## config.mk

```make
export PLATFORM = sky130hd
export DESIGN_NAME = cpu_seq_ctrl
export DESIGN_NICKNAME = d
export VERILOG_FILES = /design/src/rtl/cpu_seq_ctrl_pkg.sv /design/src/rtl/cpu_seq_ctrl_wdog.sv /design/src/rtl/cpu_seq_ctrl.sv
export SDC_FILE = /design/constraint.sdc
export NUM_CORES = 1
export LEC_CHECK = 0
export ABC_AREA = 1
export CAP_MARGIN = 30
export CELL_PAD_IN_SITES_DETAIL_PLACEMENT = 1
export CELL_PAD_IN_SITES_GLOBAL_PLACEMENT = 2
export CORE_MARGIN = 2
export CORE_UTILIZATION = 28
export DETAILED_ROUTE_END_ITERATION = 12
export PLACE_DENSITY = 0.89
export SLEW_MARGIN = 20
export SYNTH_ARGS = -nofsm -noshare
export SYNTH_HDL_FRONTEND = slang
export SYNTH_SLANG_ARGS = --single-unit
```

## constraint.sdc

```tcl
create_clock -name clk -period 4.4 [get_ports clk]
set_clock_uncertainty 0.15 [all_clocks]
set_input_delay 0.66 -clock clk [delete_from_list [all_inputs] [get_ports clk]]
set_output_delay 0.66 -clock clk [all_outputs]
set_load 0.02 [all_outputs]
```

## src/rtl/cpu_seq_ctrl_pkg.sv

```systemverilog
// Shared definitions for the fetch/decode/execute sequencer.
//   state_t        : sequencer FSM states
//   Alu*           : alu_op encodings driven to the ALU
//   Op*            : bit positions of the one-hot decoder strobes in dec_op
//   is_onehot()    : true when exactly one decoder strobe is set
package cpu_seq_ctrl_pkg;

    typedef enum logic [2:0] {
        StIdle,
        StFetch,
        StDecode,
        StImm,
        StExec,
        StIo,
        StHalt
    } state_t;

    localparam logic [1:0] AluPass = 2'b00;
    localparam logic [1:0] AluAdd  = 2'b01;
    localparam logic [1:0] AluSub  = 2'b10;

    localparam int OpMova = 11;
    localparam int OpMovb = 10;
    localparam int OpMovc = 9;
    localparam int OpMovd = 8;
    localparam int OpAdd  = 7;
    localparam int OpSub  = 6;
    localparam int OpJmp  = 5;
    localparam int OpJg   = 4;
    localparam int OpIn1  = 3;
    localparam int OpOut1 = 2;
    localparam int OpMovi = 1;
    localparam int OpHalt = 0;

    function automatic logic is_onehot(input logic [11:0] v);
        return (v != 12'd0) && ((v & (v - 12'd1)) == 12'd0);
    endfunction

endpackage

```

## src/rtl/cpu_seq_ctrl_wdog.sv

```systemverilog
// Handshake watchdog for the sequencer.
//   clk, rst_n : clock, synchronous active-low reset
//   clr        : restart the count (sequencer changed state)
//   en         : a wait cycle elapsed with no rdy/ack
//   expired    : this wait cycle is the WDOG_MAX-th in a row; never set when WDOG_MAX is 0
module cpu_seq_ctrl_wdog #(
    parameter int unsigned WDOG_MAX = 16,
    parameter int unsigned WDOG_W   = 5
) (
    input  logic clk,
    input  logic rst_n,
    input  logic clr,
    input  logic en,
    output logic expired
);

    localparam logic [WDOG_W-1:0] Last = WDOG_W'(WDOG_MAX - 1);

    logic [WDOG_W-1:0] cnt_q;

    // Saturates at Last so a disabled watchdog cannot wrap.
    always_ff @(posedge clk) begin
        if (!rst_n || clr) begin
            cnt_q <= '0;
        end else if (en && (cnt_q != Last)) begin
            cnt_q <= cnt_q + 1'b1;
        end
    end

    assign expired = (WDOG_MAX != 0) && en && (cnt_q == Last);

endmodule

```

## src/rtl/cpu_seq_ctrl.sv

```systemverilog
// Multi-cycle fetch/decode/execute sequencer for the 4-bit-opcode teaching CPU.
//   clk, rst_n         : clock, synchronous active-low reset
//   start              : leave IDLE and begin fetching
//   mem_rd / mem_rdy   : fetch request (held) / fetch data valid
//   ir_ld, imm_ld      : load IR / immediate register from memory data
//   pc_inc, pc_ld      : PC+1 / PC <= immediate
//   dec_en / dec_op    : decoder enable / one-hot decoder strobes
//   flag_gt            : ALU greater-than flag (jg condition)
//   reg_we, alu_op, flag_we, imm_sel : datapath write-back controls
//   in_en, out_en / io_ack : IO transfer requests (held) / transfer complete
//   busy, halted, err  : status; err is sticky until reset
module cpu_seq_ctrl
    import cpu_seq_ctrl_pkg::*;
#(
    parameter int unsigned WDOG_MAX = 16,
    parameter int unsigned WDOG_W   = 5
) (
    input  logic        clk,
    input  logic        rst_n,
    input  logic        start,
    output logic        mem_rd,
    input  logic        mem_rdy,
    output logic        ir_ld,
    output logic        imm_ld,
    output logic        pc_inc,
    output logic        pc_ld,
    output logic        dec_en,
    input  logic [11:0] dec_op,
    input  logic        flag_gt,
    output logic        reg_we,
    output logic [1:0]  alu_op,
    output logic        flag_we,
    output logic        imm_sel,
    output logic        in_en,
    output logic        out_en,
    input  logic        io_ack,
    output logic        busy,
    output logic        halted,
    output logic        err
);

    state_t      state_q, state_d;
    logic [11:0] op_q, op_d;
    logic        err_q, err_d;
    logic        waiting, hs;
    logic        wdog_exp;

    always_ff @(posedge clk) begin
        if (!rst_n) begin
            state_q <= StIdle;
            op_q    <= '0;
            err_q   <= 1'b0;
        end else begin
            state_q <= state_d;
            op_q    <= op_d;
            err_q   <= err_d;
        end
    end

    // Handshake that ends the current wait state.
    always_comb begin
        waiting = 1'b0;
        hs      = 1'b0;
        case (state_q)
            StFetch, StImm: begin
                waiting = 1'b1;
                hs      = mem_rdy;
            end
            StIo: begin
                waiting = 1'b1;
                hs      = io_ack;
            end
            default: ;
        endcase
    end

    cpu_seq_ctrl_wdog #(
        .WDOG_MAX (WDOG_MAX),
        .WDOG_W   (WDOG_W)
    ) u_wdog (
        .clk     (clk),
        .rst_n   (rst_n),
        .clr     (state_d != state_q),
        .en      (waiting && !hs),
        .expired (wdog_exp)
    );

    // Next state. wdog_exp is already masked by the handshake, so rdy/ack wins.
    always_comb begin
        state_d = state_q;
        op_d    = op_q;
        err_d   = err_q;
        case (state_q)
            StIdle: begin
                if (start) state_d = StFetch;
            end
            StFetch, StImm: begin
                if (mem_rdy) begin
                    state_d = (state_q == StFetch) ? StDecode : StExec;
                end else if (wdog_exp) begin
                    state_d = StHalt;
                    err_d   = 1'b1;
                end
            end
            StDecode: begin
                op_d = dec_op;
                if (!is_onehot(dec_op)) begin
                    state_d = StHalt;
                    err_d   = 1'b1;
                end else if (dec_op[OpHalt]) begin
                    state_d = StHalt;
                end else if (dec_op[OpMovi] || dec_op[OpJmp] || dec_op[OpJg]) begin
                    state_d = StImm;
                end else if (dec_op[OpIn1] || dec_op[OpOut1]) begin
                    state_d = StIo;
                end else begin
                    state_d = StExec;
                end
            end
            StExec: state_d = StFetch;
            StIo: begin
                if (io_ack) begin
                    state_d = StFetch;
                end else if (wdog_exp) begin
                    state_d = StHalt;
                    err_d   = 1'b1;
                end
            end
            StHalt:  ;
            default: state_d = StIdle;
        endcase
    end

    // Controls follow state and latched op; the load/write-back strobes are
    // additionally qualified by the handshake of the cycle they complete in,
    // and jg samples flag_gt during EXEC.
    always_comb begin
        mem_rd  = 1'b0;
        ir_ld   = 1'b0;
        imm_ld  = 1'b0;
        pc_inc  = 1'b0;
        pc_ld   = 1'b0;
        dec_en  = 1'b0;
        reg_we  = 1'b0;
        alu_op  = AluPass;
        flag_we = 1'b0;
        imm_sel = 1'b0;
        in_en   = 1'b0;
        out_en  = 1'b0;
        case (state_q)
            StFetch: begin
                mem_rd = 1'b1;
                ir_ld  = mem_rdy;
                pc_inc = mem_rdy;
            end
            StDecode: dec_en = 1'b1;
            StImm: begin
                mem_rd = 1'b1;
                imm_ld = mem_rdy;
                pc_inc = mem_rdy;
            end
            StExec: begin
                if (op_q[OpMova] || op_q[OpMovb] || op_q[OpMovc] || op_q[OpMovd]) begin
                    reg_we = 1'b1;
                end
                if (op_q[OpAdd] || op_q[OpSub]) begin
                    reg_we  = 1'b1;
                    flag_we = 1'b1;
                    alu_op  = op_q[OpAdd] ? AluAdd : AluSub;
                end
                if (op_q[OpMovi]) begin
                    reg_we  = 1'b1;
                    imm_sel = 1'b1;
                end
                pc_ld = op_q[OpJmp] || (op_q[OpJg] && flag_gt);
            end
            StIo: begin
                in_en  = op_q[OpIn1];
                out_en = op_q[OpOut1];
                reg_we = op_q[OpIn1] && io_ack;
            end
            default: ;
        endcase
    end

    assign busy   = (state_q != StIdle) && (state_q != StHalt);
    assign halted = (state_q == StHalt);
    assign err    = err_q;

endmodule

```

## Yosys cells after proc, flatten, opt, wreduce, memory -nomap -nowiden

Index checks and enable logic that the tools add are counted.
Widths: inputs -> output; s select.

| word-level totals | value |
|---|---|
| input port bits | 18 |
| output and inout port bits | 16 |
| register bits | 21 |
| word-level logic and storage cells | 82 |

| operators by class | value |
|---|---|
| bitwise logic cells | 1 |
| eq/ne operators | 13 |
| add/sub/neg operators | 2 |
| mux-type cells | 36 |
| reductions and logical operators | 26 |

Operator list:

| operator | number |
|---|---|
| $mux 3 | 8 |
| $mux 1 | 21 |
| $pmux 3 s6 | 1 |
| $and 12x12->12 | 1 |
| $logic_not 12->1 | 1 |
| $reduce_bool 12->1 | 1 |
| $sub 12x1->12 const B | 1 |
| $eq 3x3->1 const B | 3 |
| $logic_or 1x1->1 | 9 |
| $logic_and 1x1->1 | 7 |
| $eq 3x2->1 const B | 2 |
| $mux 2 | 3 |
| $ne 2x2->1 const B | 3 |
| $reduce_bool 3->1 | 2 |
| $add 5x1->5 const B | 1 |
| $eq 5x4->1 const B | 1 |
| $ne 5x4->1 const B | 1 |
| $pmux 1 s2 | 2 |
| $reduce_and 4->1 | 1 |
| $eq 3x1->1 const B | 1 |
| $logic_not 3->1 | 1 |
| $ne 3x3->1 | 1 |
| $ne 3x3->1 const B | 1 |
| $pmux 1 s3 | 1 |
| 3 further kinds | 4 |

## Logic depth before layout (Yosys ltp)

Gate-level depths: netlist of the first run.

| depth | value |
|---|---|
| depth after elaboration | 11 |
| mapped depth | 15 |
| gate-level depth less buffers | 15 |

## Hierarchy

A second synthesis of the first run with hierarchy kept.

| unflattened totals | value |
|---|---|
| cells, all modules | 235 |
| area total of the unflattened synthesis | 1456.4 um^2 |

By module, submodules not included:

| module | times used | area an instance (um^2) | cells an instance | sequential area each (um^2) |
|---|---|---|---|---|
| cpu_seq_ctrl | 1 | 1162.4 | 197 | 300.3 |
| cpu_seq_ctrl_wdog | 1 | 294.0 | 38 | 100.1 |

## Worst setup path after synthesis of the first run

No wires, ideal clock.

| timing path | value |
|---|---|
| kind | register -> output |
| start point | register state_q[1] |
| end point | output busy |
| slack | 2377 ps |
| path buffers | 0 |
| data required time | 3590 ps |
| arrival time | 1213 ps |
| cell stages (with the launch flop) | 4 |
| cells stage by stage | dfxtp_1 nand2_1 nor2_1 a21oi_1 |

| on the way | value |
|---|---|
| word-level cells in the longest chain between the ends | 2 |
| elaborated cells on any way between the ends | 3 |
| classes of those cells | 1 x eq/ne; 2 x reduce/logical |

Ends and longest elaborated chain:

| what | RTL line | text |
|---|---|---|
| start, declared | cpu_seq_ctrl.sv:42 | `state_t state_q, state_d;` |
| start signal, assigned | cpu_seq_ctrl.sv:50 | `state_q <= StIdle;` |
| start signal, assigned | cpu_seq_ctrl.sv:54 | `state_q <= state_d;` |
| $ne 3x3->1 or $reduce_bool 3->1 (tied branches) | cpu_seq_ctrl.sv:186 | `assign busy = (state_q != StIdle) && (state_q != StHalt);` |
| $logic_and 1x1->1 (*) | cpu_seq_ctrl.sv:186 |  |
| end, declared | cpu_seq_ctrl.sv:37 | `output logic busy,` |

Mark *: on every way between the ends. The rest lies on a longest branch, timed or not.

## Worst setup path in the final report of the first run

| timing path | value |
|---|---|
| start point | input io_ack |
| end point | output reg_we |

| on the way | value |
|---|---|
| word-level cells in the longest chain between the ends | 2 |

Ends and longest elaborated chain:

| what | RTL line | text |
|---|---|---|
| start, declared | cpu_seq_ctrl.sv:36 | `input logic io_ack,` |
| $logic_and 1x1->1 | cpu_seq_ctrl.sv:180 | `reg_we = op_q[OpIn1] && io_ack;` |
| $pmux 1 s2 | cpu_seq_ctrl.sv:150 | `case (state_q)` |
| end, declared | cpu_seq_ctrl.sv:30 | `output logic reg_we,` |

No other way between the ends.

==> results of run 1 <==
[Yosys cell counts, drive strengths merged]
library cell,n
or2,1
o21ai,16
nand3,13
inv,28
nand4,3
o22ai,1
a21boi,1
xnor2,1
a21oi,20
nor2,43
and3,1
nor3,4
ha,2
xor2,2
dfxtp,20
clkinv,2
o21bai,2
nand2,41
nor4,1
o31ai,1
buf,3
mux2i,1
clkbuf,2
[worst max-delay path, cell delays in order]
cell	delay [ns]
sky130_fd_sc_hd__clkdlybuf4s50_1	0.51
sky130_fd_sc_hd__nand2_2	0.10
sky130_fd_sc_hd__o22ai_1	0.15
sky130_fd_sc_hd__clkdlybuf4s50_1	0.62
[power by group through the flow]
stage	Combinational, mW	Sequential [mW]	Clock, mW
detailed placement	0.165	0.217	0
global placement	0.162	0.217	0
global route	0.186	0.216	0.151
finish	0.165	0.213	0.140
floorplan	0.113	0.209	0
CTS	0.167	0.213	0.146
[final timing paths]
| check | to | startpoint | slack (ns) | cells after the start |
|---|---|---|---|---|
| worst max-delay path | reg_we | io_ack | 1.54 | 4 |
| worst min-delay path | op_q[8]$_SDFFE_PN0P_ | op_q[8]$_SDFFE_PN0P_ | 0.31 | 2 |
| worst max register to register | u_wdog.cnt_q[1]$_SDFFE_PP0P_ | u_wdog.cnt_q[0]$_SDFFE_PP0P_ | 2.31 | 12 |
| worst min register to register | op_q[8]$_SDFFE_PN0P_ | op_q[8]$_SDFFE_PN0P_ | 0.31 | 2 |
[registers in the layout (all words and copies together), names as in the netlist]
| name | count |
|---|---|
| err | 1 |
| op_q | 11 |
| u_wdog.cnt_q | 5 |
| state_q | 3 |
[layer usage]
| layer | vias to the layer above | wire (um) | GRT usage, % |
|---|---|---|---|
| met5 | - | 0 | 0 |
| met3 | 4 | 62 | 1.23 |
| met4 | 0 | 51 | 6.06 |
| met2 | 25 | 1650 | 23.4 |
| met1 | 631 | 1970 | 21.2 |
| li1 | 736 | - | - |
[final cells by class]
class,count,area [sq um]
fill,600,2910
multi-input combinational,154,810
sequential,20,400
timing repair buffer,34,338
inverter,30,128
tap,67,83.8
clock buffer,4,55.1
[cells by family after synthesis]
family	count (synthesis)	synth area share (%)
adder cells (fa/ha/maj)	2	1.83
XOR/XNOR	3	1.92
AO/OA/AOI/OAI	41	16.4
AND/OR/NAND/NOR	107	38.3
buffers and inverters	35	11.6
multiplexers	1	0.731
flip-flops	20	29.3
==> impl_summary.md, run 1 <==
Pwr
Summed over all cells, the static leakage comes to 0.744 nW. The switching portion of total power is 33.6%. The share of total power in sequential cells is 41.1%. The switching power total is 0.174 mW.

The internal cell power is 0.344 mW. The combinational share of power is 31.8%. The worst-case IR drop observed on VDD is 104 uV. Power spread over the standard cell area amounts to 286 nW/um^2. The post-route total power is 0.518 mW. The part of the power in the clock network is 27.1%.

Place
Including well taps, the total number of placed cells is 305. At the placement stage, the worst setup path has a slack of 1.54 ns. Detailed placement ended at an HPWL of 3000 um. Buffers placed on the I/O ports in this run total 33.

Routability-driven placement finished with a final weighted congestion of 0.790. The cell area reported after detailed placement is 1760 sq um.

Timing
The worst hold margin is 0.314 ns. The sum of negative setup slack is 0 ns. The final critical-path setup slack is 1.54 ns. Timing would allow up to 350 MHz.

The transition time at the pin with the least slew margin is 0.502 ns. Headroom to the max-slew limit came out at 66.5%. Counting I/O delays and the setup requirement, the final critical path takes 2.86 ns. The hold violation total from the final report was 0. Setup repair after global routing left no endpoint under its margin. The max-slew violation total from the final report is 0.

Setup violations remaining at the end of the flow were counted as 0. The final critical path takes up 64.9% of the cycle.

Clocking
The post-CTS setup buffer count is 0. The clock latency reported for the late side of the worst-skew pair is 0.26 ns. Clock-pin slew was measured on the worst setup and hold paths at 0.07 ns.

The number of buffers created by CTS is 3. The tree is rooted in a sky130_fd_sc_hd__clkbuf_8. The level count of the clock H-tree is 1.

The maximum count of clock buffers along a single path is 2. The number of hold-repair buffers added at the cts stage is 0. CTS saw 20 sinks. In this run, post-CTS repair resized a total of 0 instances.

The CTS tree is yes.

Detailed routing
The total number of vias is 1396. The via density per instance is 4.52. The detailed-route wire length is 3730 um. The length of the first detailed-routing pass in iterations is 5. The detail route stage leaves a number of antenna-violating nets equal to 0. The first routing iteration left 46 violations. Dividing the detail-routed wire length by the instance count gives 12.1 um. For this run, design rule violations remaining after detail routing come to 0.

Floorplanning
Measured along the y axis, the die boundary spans 73.9 um. For this configuration, the core starts out at a cell density of 29.0%. The die area is 5460 sq um. The width of the chip is 73.9 um. The floorplan has 25 rows. The number of top-level pins is 34. In this run the standard cell core region covers 4720 sq um.

Global route
The global-route wire length before repair is 6390 um. Across every metal layer, demand over resource in global routing totals 15.0%. The number of global-route vias before repair is 1399. Global routing finished with a remaining overflow of 0.

The initial antenna violation count is 0. The maximum number of pins on one net before global-route repair is 19.

Layout
The number of antenna diodes in the final layout is 0. The non-filler instance count after layout is 309. In the layout the commonest cells are 38 x sky130_fd_sc_hd__nand2_1, 33 x sky130_fd_sc_hd__clkdlybuf4s50_1, 32 x sky130_fd_sc_hd__nor2_1.

The most frequent standard cell in the layout excluding fill and tap cells is sky130_fd_sc_hd__nand2_1. The fraction of final layout cells with drive strength greater than 1 is 12.0%. The number of nets in the finished design is 263. The final core utilization is 38.4%. The finished cells cover 1810 sq um. The area growth from synthesis to layout is 32.5%.

Logic synthesis
The count of warnings emitted by yosys is 0. The count of unique library cells instantiated by Yosys is 37. Synthesis produced a netlist with a net count of 229. After synthesis, the mean cell area works out to 6.55 sq um. Sequential cells were found to cover 29.3% of the synthesized design area. Counting every instance in the synthesized netlist gives 209. Summing every instance area after synthesis gives 1370 sq um. Yosys attributes the largest share of cell area to sky130_fd_sc_hd__dfxtp_1 29%, sky130_fd_sc_hd__nand2_1 10%, sky130_fd_sc_hd__nor2_1 8.8%. Of all cell types, the one taking the most synthesized area is sky130_fd_sc_hd__dfxtp_1. In this run the biggest area consumer among cell types represents 29.3% of the synthesized area. The post-synthesis register bit count is 20.

Min path
The path category of the worst min-delay check is reg2reg.

Critical path
The required arrival time at the worst endpoint is 3.59 ns. STA classifies the critical path startpoint as an input pin. The largest fanout of any net on the critical path is 4. By startpoint and endpoint, the worst setup path is classified as in2out. STA puts the critical path data arrival time at 2.05 ns. STA classifies the critical path endpoint as an output port.

Status
The flow ran to the end, and the final reports show no timing, DRC or antenna violations.

Flow run
The number of violations of the max-capacitance limit is 0.
Power figures use the tool's default switching activity.
==> run 2: changes to the inputs <==
Settings changed: CORE_UTILIZATION 28 to 26, PLACE_DENSITY 0.89 to 0.84.
Clock period 4.4 ns to 2.8 ns, I/O delays scaled along.
==> impl_summary.md, run 2 (same netlist as run 1, synthesis figures left out) <==
Status
Run status: completed (unchanged).

Detailed routing
The routed wire length per instance is 12.3 um (was 12.1 um). The total number of vias is 1422 (was 1396). The via density per instance is 4.54 (was 4.52). The first-iteration detailed-routing DRC count is 73 (was 46).

The remaining number of nets flagged by the antenna check after routing is 0 (unchanged). The length of the first detailed-routing pass in iterations is 4 (was 5). The detailed-route wire length was 3840 um (was 3730 um). The post-route DRC violation count was 0 (unchanged).

Global route
The aggregate global routing overflow is 0 (unchanged). The initial antenna violation count was 0 (unchanged). The total routing usage reported by global routing is 13.5% (was 15.0%). The global-route wire length before repair is 6490 um (was 6390 um).

The number of global-route vias before repair is 1401 (was 1399). The maximum number of pins on one net before global-route repair is 18 (was 19).

Layout
The fraction of final layout cells with drive strength greater than 1 is 12.3% (was 12.0%). The most frequent standard cell in the layout excluding fill and tap cells is sky130_fd_sc_hd__nand2_1 (unchanged). The filler cell count in the final layout is 678 (was 600). The number of flip-flops in the largest register is 11 (unchanged). The layout overhead on the synthesized area is 34.6% (was 32.5%).

Largest registers ranked by flip-flop count: op_q x11, u_wdog.cnt_q x5, state_q x3 (unchanged). The number of nets in the finished design is 264 (was 263). The non-filler instance count after layout is 313 (was 309). The antenna cell count is 0 (unchanged).

Most frequent cells in the layout: 38 x sky130_fd_sc_hd__nand2_1, 33 x sky130_fd_sc_hd__clkdlybuf4s50_1, 32 x sky130_fd_sc_hd__nor2_1 (unchanged). The largest register by flop count is op_q (unchanged).

Min path
The path category of the worst min-delay check is reg2reg (unchanged). The cell count of the worst hold path is 2 (unchanged).

Clocking
The clock root buffer is sky130_fd_sc_hd__clkbuf_8 (unchanged). The maximum count of clock buffers along a single path is 2 (unchanged). The level count of the clock H-tree is 1 (unchanged). The post-CTS setup buffer count is 0 (unchanged). The clock latency reported for the late side of the worst-skew pair is 0.25 ns (was 0.26 ns). The number of gates given a new drive strength after cts was 0 (unchanged). The sink count of the clock tree is 20 (unchanged). The number of buffers created by CTS is 3 (unchanged). The number of hold-repair buffers added at the cts stage came to 0 (unchanged). The CTS tree is yes (unchanged). The clock slew seen by the registers of the worst setup and hold paths was 0.09 ns (was 0.07 ns).

Critical path
The sort of element at the start of the critical path was a register (was input pin). The endpoint type of the worst setup path is an output port (unchanged). The required arrival time at the worst endpoint came to 2.23 ns (was 3.59 ns). The largest fanout of any net on the critical path is 9 (was 4). The kind of critical path is reg2out (was in2out). The critical path data arrival time is 2.04 ns (was 2.05 ns). The count of cells along the worst register-to-register path came to 12 (unchanged).

Place
The total instance count after detailed placement is 309 (was 305). The HPWL after detailed placement was 3180 um (was 3000 um). The final estimated routing congestion in global placement is 0.851 (was 0.790). The count of port buffers added during placement is 33 (unchanged).

Timing
The transition time at the pin with the least slew margin came to 0.512 ns (was 0.502 ns). Timing would allow up to 384 MHz. The remaining max-slew budget at the tightest pin is 65.8% (was 66.5%). The minimum clock period after layout is 2.61 ns. The hold violation total from the final report is 0 (unchanged). The worst path uses 93.0% of the clock period. The max-slew violation total from the final report is 0 (unchanged).

The count of final setup violators came to 0 (unchanged). The sum of negative setup slack is 0 ns (unchanged). Unrepaired setup endpoints after global routing: no (unchanged).

Flow run
The number of violations of the max-capacitance limit was 0 (unchanged).

Floorplanning
The floorplan row count is 26 (was 25). The die area is 5860 sq um (was 5460 sq um). The initial core utilization came to 26.8% (was 29.0%).

The width of the chip is 76.6 um (was 73.9 um). The placeable core region is 5110 sq um (was 4720 sq um). The number of top-level pins is 34 (unchanged). The die height is 76.6 um (was 73.9 um).

Pwr
The leakage power came to 0.756 nW (was 0.744 nW). The areal power density over the cells is 482 nW/um^2 (was 286 nW/um^2). The post-route total power was 0.887 mW (was 0.518 mW).

The peak supply drop came to 252 uV (was 104 uV).
[run 2: worst max-delay path: stages (launching register included)]
cell	delay, ns
sky130_fd_sc_hd__dfxtp_1	0.64
sky130_fd_sc_hd__inv_8	0.06
sky130_fd_sc_hd__nor3_1	0.14
sky130_fd_sc_hd__inv_1	0.14
sky130_fd_sc_hd__o22ai_1	0.16
sky130_fd_sc_hd__clkdlybuf4s50_1	0.64
[run 2: layout make-up]
cell class | instances | area, sq um | share of cell area [%]
repair buffers | 35 | 345 | 18.7
flip-flops and latches | 20 | 400 | 21.7
well taps | 70 | 87.6 | 4.76
inverters | 30 | 128 | 6.93
multi-input cells | 154 | 810 | 44.0
clock inverters | 1 | 30.0 | 1.63
clock buffers | 3 | 41.3 | 2.24
[run 2: final timing paths]
path | start | endpoint | slack (ns)
setup / recovery | state_q[2]$_SDFF_PN0_ | reg_we | 0.19
hold / removal | op_q[8]$_SDFFE_PN0P_ | op_q[8]$_SDFFE_PN0P_ | 0.31
setup reg to reg | state_q[2]$_SDFF_PN0_ | u_wdog.cnt_q[4]$_SDFFE_PP0P_ | 0.77
hold reg to reg | op_q[8]$_SDFFE_PN0P_ | op_q[8]$_SDFFE_PN0P_ | 0.31
[run 2: through the flow]
step           worst slack, ns  hold slack, ns  utilization [%]  area, sq um
2_1_floorplan            0.940           0.280                -         1370
3_3_place_gp             0.290           0.298             34.7         1770
3_5_place_dp             0.268           0.297             34.7         1770
4_1_cts                  0.146           0.309             36.1         1840
5_1_grt                 0.0950           0.352             36.1         1840
6_report                 0.195           0.308             36.1         1840
[run 2: per-layer routing]
layer	global-route usage [%]	wire length [um]	vias to the layer above
met3	1.18	125	4
met1	19.4	1980	643
li1	-	-	744
met5	0	0	-
met2	21.2	1710	31
met4	4.00	31	0
[run 2: where the power goes]
part	internal (mW)	total, mW	leakage [nW]	switching (mW)
combinational	0.108	0.260	0.558	0.152
sequential	0.309	0.336	0.162	0.0274
clock	0.191	0.291	0.0357	0.100
total	0.607	0.887	0.756	0.280
